## src/rtl/tug_match_ctrl.sv

```systemverilog
// -----------------------------------------------------------------------------
// tug_match_ctrl
//
// Match sequencer for the tug-of-war game. Sits between the synchronized
// player-key flops and the LED rope chain. Turns key presses into one-cycle
// move commands, drops simultaneous presses, detects round wins from the rope
// end LEDs, keeps per-player scores and sequences rounds until one player
// reaches WIN_ROUNDS.
//
// Ports:
//   clk          system clock, all state changes on posedge
//   reset        asynchronous, active-high; clears all state
//   p1_key       player 1 (left) key level, synchronized
//   p2_key       player 2 (right) key level, synchronized
//   left_end     leftmost rope LED lit
//   right_end    rightmost rope LED lit
//   new_match    restarts the match from DONE
//   move         2'b10 = step left, 2'b01 = step right, 2'b00 = none
//   round_reset  re-centres the rope chain (high in START)
//   p1_score     player 1 round wins
//   p2_score     player 2 round wins
//   round_active high while in PLAY
//   match_over   high while in DONE
//   winner       2'b01 = P1, 2'b10 = P2, 2'b00 = none yet
//
// State  | meaning
// -------+----------------------------------------------------------
// START  | one-cycle re-centre pulse, key rises ignored
// PLAY   | round in progress, accepted rises become moves
// HOLD   | post-win pause of HOLD_CYCLES cycles, rises ignored
// DONE   | match finished, winner shown, waits for new_match
// -----------------------------------------------------------------------------
module tug_match_ctrl #(
    parameter int WIN_ROUNDS  = 3,
    parameter int SCORE_W     = 3,
    parameter int HOLD_CYCLES = 8,
    parameter int HOLD_W      = 4
) (
    input  logic               clk,
    input  logic               reset,
    input  logic               p1_key,
    input  logic               p2_key,
    input  logic               left_end,
    input  logic               right_end,
    input  logic               new_match,
    output logic [1:0]         move,
    output logic               round_reset,
    output logic [SCORE_W-1:0] p1_score,
    output logic [SCORE_W-1:0] p2_score,
    output logic               round_active,
    output logic               match_over,
    output logic [1:0]         winner
);

    typedef enum logic [1:0] {
        ST_START = 2'd0,
        ST_PLAY  = 2'd1,
        ST_HOLD  = 2'd2,
        ST_DONE  = 2'd3
    } state_t;

    localparam logic [SCORE_W-1:0] WIN_C     = SCORE_W'(WIN_ROUNDS);
    localparam logic [SCORE_W-1:0] SCORE_ONE = SCORE_W'(1);
    localparam logic [HOLD_W-1:0]  HOLD_LOAD = HOLD_W'(HOLD_CYCLES - 1);
    localparam logic [HOLD_W-1:0]  HOLD_ONE  = HOLD_W'(1);

    state_t             state_q, state_d;
    logic [1:0]         move_q, move_d;
    logic [SCORE_W-1:0] p1_score_q, p1_score_d;
    logic [SCORE_W-1:0] p2_score_q, p2_score_d;
    logic [1:0]         winner_q, winner_d;
    logic [HOLD_W-1:0]  hold_q, hold_d;
    logic               p1_prev_q, p2_prev_q;
    logic               round_reset_q, round_active_q, match_over_q;

    logic p1_rise, p2_rise;
    logic p1_acc, p2_acc;

    assign p1_rise = p1_key & ~p1_prev_q;
    assign p2_rise = p2_key & ~p2_prev_q;

    // Simultaneous rises cancel each other; only a lone rise is a candidate.
    assign p1_acc = p1_rise & ~p2_rise;
    assign p2_acc = p2_rise & ~p1_rise;

    always_comb begin
        state_d    = state_q;
        move_d     = 2'b00;
        p1_score_d = p1_score_q;
        p2_score_d = p2_score_q;
        winner_d   = winner_q;
        hold_d     = hold_q;

        case (state_q)
            ST_START: begin
                state_d = ST_PLAY;
            end

            ST_PLAY: begin
                if (p1_acc) begin
                    move_d = 2'b10;
                    // Only the pressing player's own end counts as a win.
                    if (left_end) begin
                        p1_score_d = p1_score_q + SCORE_ONE;
                        hold_d     = HOLD_LOAD;
                        state_d    = ST_HOLD;
                    end
                end else if (p2_acc) begin
                    move_d = 2'b01;
                    if (right_end) begin
                        p2_score_d = p2_score_q + SCORE_ONE;
                        hold_d     = HOLD_LOAD;
                        state_d    = ST_HOLD;
                    end
                end
            end

            ST_HOLD: begin
                if (hold_q == '0) begin
                    if (p1_score_q == WIN_C) begin
                        winner_d = 2'b01;
                        state_d  = ST_DONE;
                    end else if (p2_score_q == WIN_C) begin
                        winner_d = 2'b10;
                        state_d  = ST_DONE;
                    end else begin
                        state_d = ST_START;
                    end
                end else begin
                    hold_d = hold_q - HOLD_ONE;
                end
            end

            ST_DONE: begin
                if (new_match) begin
                    p1_score_d = '0;
                    p2_score_d = '0;
                    winner_d   = 2'b00;
                    state_d    = ST_START;
                end
            end

            default: begin
                state_d = ST_START;
            end
        endcase
    end

    always_ff @(posedge clk or posedge reset) begin
        if (reset) begin
            state_q        <= ST_START;
            move_q         <= 2'b00;
            p1_score_q     <= '0;
            p2_score_q     <= '0;
            winner_q       <= 2'b00;
            hold_q         <= '0;
            p1_prev_q      <= 1'b0;
            p2_prev_q      <= 1'b0;
            round_reset_q  <= 1'b1;
            round_active_q <= 1'b0;
            match_over_q   <= 1'b0;
        end else begin
            state_q        <= state_d;
            move_q         <= move_d;
            p1_score_q     <= p1_score_d;
            p2_score_q     <= p2_score_d;
            winner_q       <= winner_d;
            hold_q         <= hold_d;
            // Edge-detect history tracks the keys in every state, so a key
            // held across START or HOLD never produces a late rise.
            p1_prev_q      <= p1_key;
            p2_prev_q      <= p2_key;
            round_reset_q  <= (state_d == ST_START);
            round_active_q <= (state_d == ST_PLAY);
            match_over_q   <= (state_d == ST_DONE);
        end
    end

    assign move         = move_q;
    assign round_reset  = round_reset_q;
    assign p1_score     = p1_score_q;
    assign p2_score     = p2_score_q;
    assign round_active = round_active_q;
    assign match_over   = match_over_q;
    assign winner       = winner_q;

endmodule

```

## config.mk

```make
export PLATFORM = sky130hd
export DESIGN_NAME = tug_match_ctrl
export DESIGN_NICKNAME = d
export VERILOG_FILES = /design/src/rtl/tug_match_ctrl.sv
export SDC_FILE = /design/constraint.sdc
export NUM_CORES = 1
export LEC_CHECK = 0
export ABC_AREA = 1
export CORE_MARGIN = 4
export CORE_UTILIZATION = 55
export DETAILED_ROUTE_END_ITERATION = 8
export HOLD_SLACK_MARGIN = 0.02
export PLACE_DENSITY_LB_ADDON = 0.25
export SLEW_MARGIN = 15
export SYNTH_ARGS = -nofsm -noshare
export SYNTH_HDL_FRONTEND = slang
export SYNTH_SLANG_ARGS = --single-unit
export TNS_END_PERCENT = 100
```

## constraint.sdc

```tcl
create_clock -name clk -period 2.25 [get_ports clk]
set_input_delay 0.225 -clock clk [delete_from_list [all_inputs] [get_ports clk]]
set_output_delay 0.225 -clock clk [all_outputs]
set_load 0.005 [all_outputs]
```

==> results.py, run 1 <==
metrics = {
    "clock_network": {
        "h-tree-depth": 1,
        "clock_latency_ns": 0.31,
        "cts_tree": "built",
        "post_cts_resized": 0,
        "holdBufCountCts": 0,
        "clk_pin_slew_ns": 0.12,
        "post_cts_buffers": 0,
        "cts_sinks": 21,
        "clockBufferDepth": 2,
        "clock-root-buffer": "clkbuf_4",
        "cts_buffers": 3,
    },
    "timing": {
        "fmax_mhz": 637,
        "setup_tns_ns": 0,
        "final_hold_viol_count": 0,
        "worst_slew_pin_slew_ns": 0.775,
        "worst_slew_margin_rel": 0.482,
        "fin_skew_ns": 0.00378,
        "setup_violations": 0,
        "rsz0062_at_grt": "no",
        "timing.final.crit_share": 0.698,
        "period_minus_slack_ns": 1.57,
        "worst_slack_ns": 0.680,
        "drv_slew": 0,
    },
    "drt": {
        "detailroute.via_count": 943,
        "ant_nets": 0,
        "first_pass_iters": 4,
        "drt-wirelength-per-cell_um": 12.1,
        "drc": 0,
        "detail_route.wirelength_mm": 2.27,
        "drt-initial-drc-count": 7,
        "routed_via_density": 5.02,
    },
    "floorplanning": {
        "placeableCoreArea_sq_um": 1960,
        "io_pins": 20,
        "die_x_um": 53.2,
        "die_h_um": 53.2,
        "rows": 16,
        "start_util": 0.573,
        "die-area_sq_um": 2830,
    },
    "grt": {
        "antenna_found_initial": 0,
        "grt_pass1_vias": 964,
        "grt_pass1_wl_mm": 3.95,
        "grt_overflow": 0,
        "grt_max_degree": 22,
        "grtUsageTotal": 0.195,
    },
    "placed_design": {
        "dp_hpwl_mm": 1.84,
        "dp_slack_ns": 0.400,
        "io_buffers": 19,
        "place_congestion": 0.885,
    },
    "critical_path": {
        "cp.arrival_ns": 1.34,
        "critical_path.top_delay_family": "flip-flops",
        "end_kind": "output port",
        "critPathMaxFanout": 1,
        "start_kind": "flop",
        "cp_num_cells": 1,
        "slowest_stage": "dfstp_2",
        "path_class": "reg2out",
        "cp_cell_sequence": "clkdlybuf4s50_1",
        "path_buf_inv": 1,
        "required_ns": 2.03,
        "slowest_delay_ns": 0.54,
        "rr_worst_depth": 8,
    },
    "power_and_ir_drop": {
        "powerDensity_nw_per_um2": 1050,
        "static-leakage-power_nw": 0.726,
        "vdd_drop_max_mv": 0.753,
    },
    "synth": {
        "synthCells": 139,
        "synth_edf_count": 0,
        "synth_area_sq_um": 1120,
        "synth-seq-cells": 21,
        "async_flop_share": 1.00,
        "synth_top_family_by_area": "simple AND/OR/NAND/NOR gates",
        "ys_top_cells_by_area": "dfrtp_1 (44%), nand2_1 (15%), ha_1 (7.8%), inv_1 (7.7%), nand3_1 (4.4%)",
        "ys.flop_type": "dfrtp_1",
        "ys_types": 18,
        "synth_top_area_frac": 0.445,
        "syn_area_per_cell_sq_um": 8.09,
        "synthAdderAreaFrac": 0.0779,
        "yosys.area.top_type": "dfrtp_1",
        "synthMuxAreaShare": 0,
        "synth-compound-area-share": 0.0222,
        "yosysWarnings": 0,
        "synth-seq-area-share": 0.468,
        "syn_nets": 153,
        "synth_xor_xnor_area_share": 0.00779,
        "synthSimpleGateAreaFrac": 0.334,
    },
    "finish": {
        "area_growth_pct": 21.4,
        "drive_gt1_frac": 0.0870,
        "antenna_cells": 0,
        "final_cell_mix": "nand2_1 (44), inv_1 (23), dfrtp_1 (20), clkdlybuf4s50_1 (19)",
        "final_common_cell": "nand2_1",
        "fin_nets": 176,
    },
    "job": {
        "maxCapViolations": 0,
    },
    "hold_path": {
        "min_path_type": "in2async",
    },
    "outcome": {
        "status": "completed",
    },
}
[per-layer routing]
layer	wire (um)	global-route usage	vias up
met5	0	0	-
met4	67	0.102	0
met3	79	0.0254	7
met2	1170	0.339	21
met1	951	0.231	435
li1	-	-	480
[cell usage after synthesis, types with 2 or more instances]
cell type / count
nand2_1: 44
inv_1: 23
dfrtp_1: 20
nand3_1: 10
nor2_1: 10
ha_1: 7
nand4_1: 7
o21ai_0: 4
nand2_2: 3
nand3_2: 2
nor2_4: 2
[worst paths after layout]
| check | slack, ns | to | start |
|---|---|---|---|
| setup / recovery | 0.68 | round_reset | round_reset$_DFF_PP1_ |
| min in group clk | 0.37 | p1_prev_q$_DFF_PP0_ | p1_key |
| max in group asynchronous | 1.43 | state_q[0]$_DFF_PP0_ | reset |
| hold reg to reg | 0.49 | winner[1]$_DFFE_PP0P_ | winner[1]$_DFFE_PP0P_ |
| setup reg to reg | 0.75 | p2_score[1]$_DFFE_PP0P_ | p2_prev_q$_DFF_PP0_ |
| hold / removal | 0.34 | p2_score[2]$_DFFE_PP0P_ | reset |
[cell families after synthesis]
logic type | count (synthesis)
AND/OR/NAND/NOR | 80
buffers and inverters | 25
flip-flops | 21
adder cells (fa/ha/maj) | 7
AO/OA/AOI/OAI | 5
XOR/XNOR | 1
[area by class of cell]
cell class / instances / area [sq um]
Clock buffer: 3 / 22.5
Fill cell: 179 / 597
Inverter: 24 / 90.1
Tap cell: 27 / 33.8
Clock inverter: 1 / 5.00
Timing Repair Buffer: 19 / 190
Sequential cell: 21 / 527
Multi-Input combinational cell: 93 / 497
[flip-flops by register name, summed over array words and instances (netlist names)]
register      flops
hold_q            4
match_over        1
move              2
p1_prev_q         1
p1_score          3
p2_prev_q         1
p2_score          3
round_active      1
round_reset       1
state_q           2
winner            2
[through the flow]
| step | hold slack [ns] | instance area (sq um) | utilization | std cells | total power, W |
|---|---|---|---|---|---|
| after floorplan | 0.201 | 1120 | - | 139 | 0.00100 |
| after global placement | 0.454 | 1340 | 0.682 | 184 | 0.00122 |
| after detailed placement | 0.469 | 1340 | 0.682 | 184 | 0.00126 |
| after CTS | 0.360 | 1370 | 0.696 | 188 | 0.00145 |
| after global routing | 0.368 | 1370 | 0.696 | 188 | 0.00156 |
| final | 0.342 | 1370 | 0.696 | 188 | 0.00143 |
[power by group]
part           total (W)  internal, W  switching, W
clock network   0.000184    0.0000665      0.000118
logic           0.000634     0.000288      0.000346
registers       0.000614     0.000507      0.000108
total            0.00143     0.000861      0.000571
Power figures use the tool's default switching activity.
==> run 2: changes to the inputs <==
--- a/config.mk
+++ b/config.mk
@@ -7,7 +7,7 @@
 export LEC_CHECK = 0
 export ABC_AREA = 1
 export CORE_MARGIN = 4
-export CORE_UTILIZATION = 55
+export CORE_UTILIZATION = 51
 export DETAILED_ROUTE_END_ITERATION = 8
 export HOLD_SLACK_MARGIN = 0.02
 export PLACE_DENSITY_LB_ADDON = 0.25
==> constraint.sdc (replaced) <==
create_clock -name clk -period 1.5 [get_ports clk]
set_input_delay 0.15 -clock clk [delete_from_list [all_inputs] [get_ports clk]]
set_output_delay 0.15 -clock clk [all_outputs]
set_load 0.005 [all_outputs]
==> results.py, run 2 (synthesis results as in run 1) <==
metrics = {
    "finish": {
        "fill_cells": 170,
        "drive_gt1_frac": 0.134,
        "area_growth_pct": 24.6,
        "largest_register": "hold_q",
        "fin_nets": 179,
        "final_common_cell": "nand2_1",
        "largest_register_ffs": 4,
        "antenna_cells": 0,
        "final_cell_mix": "nand2_1 (43), inv_1 (22), dfrtp_1 (20), clkdlybuf4s50_1 (18), nand3_1 (10)",
    },
    "drt": {
        "ant_nets": 0,
        "detail_route.wirelength_mm": 2.07,
        "drc": 0,
        "drt-initial-drc-count": 35,
        "detailroute.via_count": 930,
        "routed_via_density": 4.87,
        "first_pass_iters": 4,
        "drt-wirelength-per-cell_um": 10.8,
    },
    "timing": {
        "timing.final.crit_share": 0.934,
        "worst_slew_pin_slew_ns": 0.278,
        "worst_slew_margin_rel": 0.815,
        "rsz0062_at_grt": "yes",
        "setup_violations": 0,
        "drv_slew": 0,
        "fmax_mhz": 714,
        "fin_skew_ns": 0.00589,
        "setup_tns_ns": 0,
        "final_hold_viol_count": 0,
        "whs_ns": 0.153,
        "period_minus_slack_ns": 1.40,
    },
    "floorplanning": {
        "die-area_sq_um": 3020,
        "placeableCoreArea_sq_um": 2020,
        "rows": 16,
        "io_pins": 20,
        "start_util": 0.556,
        "die_h_um": 55.0,
        "die_x_um": 55.0,
    },
    "grt": {
        "grt_pass1_wl_mm": 3.56,
        "grt_overflow": 0,
        "grtUsageTotal": 0.167,
        "grt_pass1_vias": 863,
        "grt_max_degree": 22,
        "antenna_found_initial": 0,
    },
    "critical_path": {
        "required_ns": 1.74,
        "path_class": "reg2reg",
        "cp.arrival_ns": 1.64,
        "start_kind": "flop",
        "critPathMaxFanout": 4,
        "end_kind": "flop",
    },
    "hold_path": {
        "min_path_type": "in2async",
    },
    "clock_network": {
        "clockBufferDepth": 2,
        "holdBufCountCts": 0,
        "h-tree-depth": 1,
        "clock-root-buffer": "clkbuf_4",
        "cts_tree": "built",
        "cts_sinks": 21,
        "clk_pin_slew_ns": 0.12,
        "cts_buffers": 3,
        "clock_latency_ns": 0.30,
    },
    "placed_design": {
        "place_congestion": 0.775,
        "io_buffers": 19,
        "dp_hpwl_mm": 1.60,
    },
    "power_and_ir_drop": {
        "powerDensity_nw_per_um2": 1520,
        "vdd_drop_max_mv": 0.819,
        "static-leakage-power_nw": 0.751,
    },
    "outcome": {
        "status": "completed",
    },
    "job": {
        "maxCapViolations": 0,
    },
}
## run 2: what timing repair did
| action | in CTS | in global routing |
|---|---|---|
| resized for setup | 0 | 8 |
| buffers inserted | 0 | 1 |
| endpoints found under the setup margin | 0 | 16 |
## run 2: worst paths after layout
check / slack [ns] / endpoint / from / cells past startpoint
worst min-delay path: 0.15 / winner[1]$_DFFE_PP0P_ / reset / 3
worst max-delay path: 0.1 / round_reset$_DFF_PP1_ / p1_score[0]$_DFFE_PP0P_ / 7
min in group clk: 0.30 / p2_prev_q$_DFF_PP0_ / p2_key / 1
max in group asynchronous: 1.07 / round_reset$_DFF_PP1_ / reset / 3
worst max register to register: 0.1 / round_reset$_DFF_PP1_ / p1_score[0]$_DFFE_PP0P_ / 7
worst min register to register: 0.49 / winner[1]$_DFFE_PP0P_ / winner[1]$_DFFE_PP0P_ / 2
## run 2: metrics by stage
stage	util	cell area [sq um]	power [W]	cells	setup WS (ns)
after floorplan	-	1120	0.00150	139	0.191
after global placement	0.669	1350	0.00184	186	-0.187
after detailed placement	0.669	1350	0.00186	186	-0.260
after CTS	0.682	1380	0.00214	190	0.0175
after global routing	0.693	1400	0.00234	191	-0.00373
final	0.693	1400	0.00213	191	0.0993
## run 2: report_power, final
| part | total, W | internal [W] | switching (W) |
|---|---|---|---|
| combinational | 0.000945 | 0.000444 | 0.000501 |
| sequential | 0.000915 | 0.000760 | 0.000155 |
| clock | 0.000270 | 0.000104 | 0.000166 |
## run 2: final cells by class
| class | instances | area (sq um) | area share |
|---|---|---|---|
| clock buffers | 4 | 26.3 | 0.0188 |
| inverters | 24 | 90.1 | 0.0643 |
| multi-input cells | 93 | 509 | 0.363 |
| flip-flops and latches | 21 | 527 | 0.376 |
| well taps | 27 | 33.8 | 0.0241 |
| repair buffers | 22 | 215 | 0.154 |
## run 2: metal layers
| metal | vias up | global-route usage | share of wire | wire length [um] |
|---|---|---|---|---|
| met1 | 426 | 0.218 | 0.46 | 949 |
| met4 | 0 | 0.0729 | 0.0058 | 12 |
| li1 | 487 | - | - | - |
| met3 | 2 | 0.0241 | 0.038 | 78 |
| met2 | 15 | 0.274 | 0.50 | 1030 |
| met5 | - | 0 | 0 | 0 |
## run 2: critical path, cell delays in order (launching register included)
cell and delay (ns):
dfrtp_1 0.43, ha_1 0.21, ha_1 0.19, inv_1 0.09
nand2_2 0.07, nand2_1 0.08, nand4_1 0.13, nor2_1 0.13
